`src/rtl/sound_clip_pkg.sv`:
```
// rtl/sound_clip_pkg.sv - clip table and state encoding for the sound clip player
package sound_clip_pkg;

  typedef enum logic [1:0] {CLIP_WIN, CLIP_MOO, CLIP_DETECT, CLIP_CHEER} clip_e;
  typedef enum logic [1:0] {ST_IDLE, ST_FETCH, ST_PUSH, ST_HOLD} state_e;

  // Clips sit back-to-back in the shared sample ROM; bounds are inclusive.
  localparam int unsigned WIN_START    = 0;
  localparam int unsigned WIN_END      = 16395;
  localparam int unsigned MOO_START    = 16396;
  localparam int unsigned MOO_END      = 66982;
  localparam int unsigned DETECT_START = 66983;
  localparam int unsigned DETECT_END   = 83254;
  localparam int unsigned CHEER_START  = 83255;
  localparam int unsigned CHEER_END    = 137138;

  function automatic int unsigned clip_start(input clip_e c);
    case (c)
      CLIP_WIN:    clip_start = WIN_START;
      CLIP_MOO:    clip_start = MOO_START;
      CLIP_DETECT: clip_start = DETECT_START;
      default:     clip_start = CHEER_START;
    endcase
  endfunction

  function automatic int unsigned clip_end(input clip_e c);
    case (c)
      CLIP_WIN:    clip_end = WIN_END;
      CLIP_MOO:    clip_end = MOO_END;
      CLIP_DETECT: clip_end = DETECT_END;
      default:     clip_end = CHEER_END;
    endcase
  endfunction

endpackage

```
`src/rtl/sample_tick_gen.sv`:
```
// rtl/sample_tick_gen.sv - sample-rate divider; tick marks the last cycle of each period
module sample_tick_gen #(
  parameter int DIV = 1200
) (
  input  logic CLOCK_50,
  input  logic resetn,
  input  logic en,
  input  logic clr,
  output logic tick
);

  localparam int CNT_W = (DIV > 1) ? $clog2(DIV) : 1;

  logic [CNT_W-1:0] cnt;
  logic             at_top;

  assign at_top = (cnt == CNT_W'(DIV - 1));
  assign tick   = en && !clr && at_top;

  always_ff @(posedge CLOCK_50 or negedge resetn) begin
    if (!resetn) begin
      cnt <= '0;
    end else if (clr) begin
      cnt <= '0;
    end else if (en) begin
      cnt <= at_top ? '0 : cnt + CNT_W'(1);
    end
  end

endmodule

```
`src/rtl/sound_clip_player.sv`:
```
// rtl/sound_clip_player.sv - plays one of four ROM clips into the audio controller at the sample rate
module sound_clip_player
  import sound_clip_pkg::*;
#(
  parameter int ADDR_W   = 18,
  parameter int SAMPLE_W = 6,
  parameter int TICK_DIV = 1200,
  parameter int ROM_LAT  = 1
) (
  input  logic                CLOCK_50,
  input  logic                resetn,
  input  logic [1:0]          clip_sel,
  input  logic                trigger,
  input  logic                stop,
  input  logic                loop_en,
  output logic [ADDR_W-1:0]   rom_addr,
  input  logic [SAMPLE_W-1:0] rom_q,
  input  logic                audio_out_allowed,
  output logic                write_audio_out,
  output logic [31:0]         left_channel_audio_out,
  output logic [31:0]         right_channel_audio_out,
  output logic                busy,
  output logic                done,
  output logic                late
);

  localparam int LAT_W = $clog2(ROM_LAT + 2);

  state_e              state, next_state;
  logic [ADDR_W-1:0]   clip_lo, clip_hi;
  logic [SAMPLE_W-1:0] sample;
  logic [LAT_W-1:0]    lat_cnt;
  logic                pending_tick;
  logic                tick;
  logic                fetch_ready, at_end, abort;
  logic                capture, hold_go, tick_late;

  sample_tick_gen #(.DIV(TICK_DIV)) u_tick (
    .CLOCK_50(CLOCK_50),
    .resetn  (resetn),
    .en      (busy),
    .clr     (trigger),
    .tick    (tick)
  );

  assign fetch_ready = (lat_cnt == LAT_W'(ROM_LAT));
  assign at_end      = (rom_addr == clip_hi);
  assign abort       = stop && (state != ST_IDLE);

  assign left_channel_audio_out  = {sample, {(32 - SAMPLE_W){1'b0}}};
  assign right_channel_audio_out = left_channel_audio_out;

  always_ff @(posedge CLOCK_50 or negedge resetn) begin
    if (!resetn) state <= ST_IDLE;
    else         state <= next_state;
  end

  // Trigger outranks stop; stop only matters once a clip is active.
  always_comb begin
    next_state = state;
    if (trigger) begin
      next_state = ST_FETCH;
    end else if (abort) begin
      next_state = ST_IDLE;
    end else begin
      case (state)
        ST_IDLE:  next_state = ST_IDLE;
        ST_FETCH: if (fetch_ready) next_state = ST_PUSH;
        ST_PUSH:  if (audio_out_allowed) next_state = ST_HOLD;
        ST_HOLD:  if (tick || pending_tick) next_state = (!at_end || loop_en) ? ST_FETCH : ST_IDLE;
        default:  next_state = ST_IDLE;
      endcase
    end
  end

  always_comb begin
    write_audio_out = (state == ST_PUSH) && audio_out_allowed;
    capture         = (state == ST_FETCH) && fetch_ready;
    hold_go         = (state == ST_HOLD) && (tick || pending_tick);
    tick_late       = tick && ((state == ST_FETCH) || (state == ST_PUSH));
  end

  always_ff @(posedge CLOCK_50 or negedge resetn) begin
    if (!resetn) begin
      rom_addr     <= '0;
      clip_lo      <= '0;
      clip_hi      <= '0;
      sample       <= '0;
      lat_cnt      <= '0;
      pending_tick <= 1'b0;
      busy         <= 1'b0;
      done         <= 1'b0;
      late         <= 1'b0;
    end else begin
      done    <= 1'b0;
      lat_cnt <= (state == ST_FETCH && next_state == ST_FETCH && !trigger) ? lat_cnt + LAT_W'(1) : '0;
      if (trigger) begin
        clip_lo      <= ADDR_W'(clip_start(clip_e'(clip_sel)));
        clip_hi      <= ADDR_W'(clip_end(clip_e'(clip_sel)));
        rom_addr     <= ADDR_W'(clip_start(clip_e'(clip_sel)));
        busy         <= 1'b1;
        late         <= 1'b0;
        pending_tick <= 1'b0;
      end else if (abort) begin
        busy         <= 1'b0;
        sample       <= '0;
        pending_tick <= 1'b0;
      end else begin
        if (capture) sample <= rom_q;
        if (tick_late) begin
          pending_tick <= 1'b1;
          late         <= 1'b1;
        end
        if (hold_go) begin
          pending_tick <= 1'b0;
          if (!at_end) begin
            rom_addr <= rom_addr + ADDR_W'(1);
          end else if (loop_en) begin
            rom_addr <= clip_lo;
          end else begin
            done   <= 1'b1;
            busy   <= 1'b0;
            sample <= '0;
          end
        end
      end
    end
  end

endmodule

```
`config.mk`:
```
export PLATFORM = sky130hd
export DESIGN_NAME = sound_clip_player
export DESIGN_NICKNAME = d
export VERILOG_FILES = /design/src/rtl/sound_clip_pkg.sv /design/src/rtl/sample_tick_gen.sv /design/src/rtl/sound_clip_player.sv
export SDC_FILE = /design/constraint.sdc
export NUM_CORES = 1
export LEC_CHECK = 0
export BUFFER_PORTS_ARGS = -buffer_cell sky130_fd_sc_hd__buf_2
export CORE_ASPECT_RATIO = 1.5
export CORE_MARGIN = 10
export CORE_UTILIZATION = 30
export CTS_CLUSTER_SIZE = 25
export DETAILED_ROUTE_END_ITERATION = 8
export PLACE_DENSITY_LB_ADDON = 0.2
export SETUP_SLACK_MARGIN = 0.3
export SKIP_LAST_GASP = 1
export SYNTH_ARGS = -nofsm -noshare
export SYNTH_HDL_FRONTEND = slang
export SYNTH_SLANG_ARGS = --single-unit
```
`constraint.sdc`:
```
create_clock -name CLOCK_50 -period 2.5 [get_ports CLOCK_50]
set_input_delay 0.5 -clock CLOCK_50 [delete_from_list [all_inputs] [get_ports CLOCK_50]]
set_output_delay 0.5 -clock CLOCK_50 [all_outputs]
set_load 0.005 [all_outputs]
```
==> metrics.txt <==
run status=complete, no violations; clock latency at the later pin of the worst-skew pair=290 ps; cell area after layout=0.004045 mm^2; vias in the first global route=2,860; net switching power of the design=609.5 uW; # diodes=0; Least-Margin Pin Slew=604.1 ps; nature of the critical path endpoint=flip-flop; worst path arrival time=2340 ps; Core Box Area=0.01117 mm^2; Seq/Total Area, Yosys=38.46%; Final Skew=5.564 ps; worst-path fanout max=7; Warnings, synthesis=0; clock root cell=sky130_fd_sc_hd__clkbuf_16; total count of max-transition violations in the final report=0; growth of design area from synthesis to finish=17.31%; number of antenna violations at the first check in global routing=0; Setup Total Neg Slack=0 ps; sum of net half-perimeters after detailed placement=7.282 mm; count of vias placed by the detailed router=2,846; Worst setup startpoint=u_tick.cnt[0]$_DFFE_PN0P_; total number of placement rows=47; Clock Power Share=32.5%; Routability Congestion=0.8163; wire length of the first global-routing pass=14.64 mm; clock net sink count=53; clock edge transition at the registers on the reported setup and hold paths=70 ps; Worst Setup Start Kind=flip-flop; classification of the worst-slack hold path=in2async; number of iterations in the first detailed-routing pass=4; synthesized area=0.003448 mm^2; TritonCTS clock tree=done; worst flop-to-flop path startpoint=u_tick.cnt[0]$_DFFE_PN0P_; count of nets after finishing=471; effective utilization at floorplan=30.86%; Final Setup Violations=0; drt total wl=9.233 mm; maximum vdd ir drop=0.0002448 V; number of synthesized register bits=53; normalized max-slew margin=59.58%; number of CTS-inserted buffers=5; part of the power in registers=47.4%; CP Class=reg2reg; Total Die Area=0.01627 mm^2; share of total power in combinational logic=20.1%; final cycle utilization of the critical path=84.98%; total I/O pin count=100; Placed Area=0.003751 mm^2; DRT iter0 DRCs=91; DRC viols=0; number of hold violations in the final report=0; detailed-route wire length per cell=15.60 um; LEAKAGE=0.001891 uW; largest net degree at the start of global routing=32; Synth cell types=53; power density relative to cell area=514.1 mW/mm^2; gr ovfl total=0; GRT Resource Usage Total=11.16%; horizontal die dimension=107.5 um; most instantiated flip-flop cell in the synthesis netlist=sky130_fd_sc_hd__dfrtp_1; endpoint required time on the critical path=2720 ps; Pwr Total=2080 uW; deepest level of the CTS H-tree=2; internal power summed over all cells=1470 uW; vias per cell=4.807; final period demand of the worst path=2125 ps; deepest clock path buffer count=2; count of flip-flops with a built-in enable after synthesis=0; number of port buffers=47; share of cells above drive strength 1=24.27%; setup repair after global routing missed its margin=true; upper clock frequency limit=0.4707 GHz; max capacitance violation total=0; die outline height=151.3 um; switching power as a share of total power=29.31%; ys async rst share=100.0%; synthesized area per cell=9.074 um^2; cell count after synthesis=380; final antenna-violating net count=0
==> critical path: stages, from the launching register on <==
cell and delay [ps]:
sky130_fd_sc_hd__dfrtp_1 380, sky130_fd_sc_hd__ha_2 190, sky130_fd_sc_hd__nand4_1 190, sky130_fd_sc_hd__o41ai_4 330, sky130_fd_sc_hd__a21oi_2 120, sky130_fd_sc_hd__a21o_4 240, sky130_fd_sc_hd__buf_6 130, sky130_fd_sc_hd__or3_1 330
sky130_fd_sc_hd__a21boi_1 140
==> power groups by stage <==
stage / logic (uW) / registers [uW] / clock network [uW]
after global routing: 477 / 995 / 735
final: 419 / 986 / 675
after floorplan: 296 / 988 / 0
after CTS: 409 / 984 / 707
after detailed placement: 403 / 1000 / 0
after global placement: 403 / 1000 / 0
==> what timing repair did <==
action / 4_1_cts / 5_1_grt
hold buffers: 0 / 0
gates resized for setup: 3 / 15
setup endpoints to repair: 7 / 32
buffers inserted: 4 / 5
pin swaps: 2 / 7
==> layout by cell type (no fill, tap or decap), drive strengths merged, types with 8 or more instances in the layout <==
cell    count
o21ai      27
and3        8
nor2       26
conb       52
a21oi      13
nand4      12
nand3       8
buf        76
ha         13
nand2      27
dfrtp      53
nor3        8
xnor2      12
clkbuf      8
inv        19
==> routing by layer <==
metal  wire length (um)  up-vias  global-route usage [%]  part of all wire, %
met5                  0        -                       0                    0
met4                179        0                   4.088                  1.9
met3                681       14                   2.977                  7.4
met2               4877       81                   20.40                   53
met1               3495     1383                   11.88                   38
li1                   -     1368                       -                    -
==> registers in the layout, summed over array words and instances (netlist names) <==
signal / flops
busy: 1
clip_hi: 8
clip_lo: 2
done: 1
lat_cnt: 2
late: 1
pending_tick: 1
rom_addr: 18
sample: 6
state: 2
u_tick.cnt: 11
==> stage by stage <==
step / utilization (%) / hold slack [ps] / instances / setup WS (ps)
finish: 36.20 / 201.5 / 592 / 375.4
global route: 36.20 / 239.7 / 592 / 213.8
global placement: 33.57 / 432.0 / 575 / 225.8
floorplan: - / 204.4 / 431 / 444.2
CTS: 35.31 / 218.2 / 587 / 302.6
detailed placement: 33.57 / 450.1 / 575 / 204.2
==> logic make-up after synthesis <==
kind of cell | Yosys count | synth area share (%)
muxes | 7 | 2.213
xor gates and xnor gates | 14 | 3.556
adders and majority gates | 13 | 4.717
other | 1 | 0.1087
DFF | 53 | 38.46
buffers and inverters | 89 | 16.26
and+or+nand+nor | 113 | 16.44
AOI/OAI and AO/OA | 90 | 18.25
==> Yosys cell counts, drive strengths merged (3+ instances only) <==
cell / number / area (um^2)
clkbuf: 5 / 20.01
o21ai: 27 / 135.1
nand4: 12 / 75.07
or3: 4 / 25.02
inv: 19 / 71.32
ha: 13 / 162.7
o22ai: 5 / 31.28
nand2: 27 / 101.4
xnor2: 12 / 105.1
nor2: 26 / 97.59
o41a: 3 / 33.78
nor4: 5 / 31.28
a21o: 4 / 37.53
mux2: 5 / 56.30
a21oi: 13 / 68.82
or2: 4 / 27.53
dfrtp: 53 / 1326
o31ai: 6 / 45.04
a22o: 7 / 61.31
a31oi: 4 / 25.02
and3: 8 / 50.05
a21boi: 7 / 52.55
nand2b: 3 / 18.77
buf: 65 / 469.2
nand3: 8 / 40.04
nor3: 8 / 40.04
==> final timing paths <==
kind / end / slack [ps] / cells past startpoint
max in group asynchronous: u_tick.cnt[10]$_DFFE_PN0P_ / 1720 / 2
worst min-delay path: rom_addr[16]$_DFFE_PN0P_ / 200 / 1
worst max register to register: rom_addr[13]$_DFFE_PN0P_ / 380 / 8
worst min register to register: lat_cnt[0]$_DFF_PN0_ / 450 / 1
min in group CLOCK_50: sample[3]$_DFFE_PN0N_ / 430 / 2
worst max-delay path: rom_addr[13]$_DFFE_PN0P_ / 380 / 8
==> final cells by class <==
cell class / count / area [um^2]
fill: 1186 / 7128
multi-input combinational: 289 / 1841
sequential: 53 / 1328
timing repair buffer: 76 / 485.5
tap: 147 / 183.9
clock buffer: 8 / 136.4
inverter: 19 / 71.32
No activity file was read; power rests on OpenSTA's default activity.
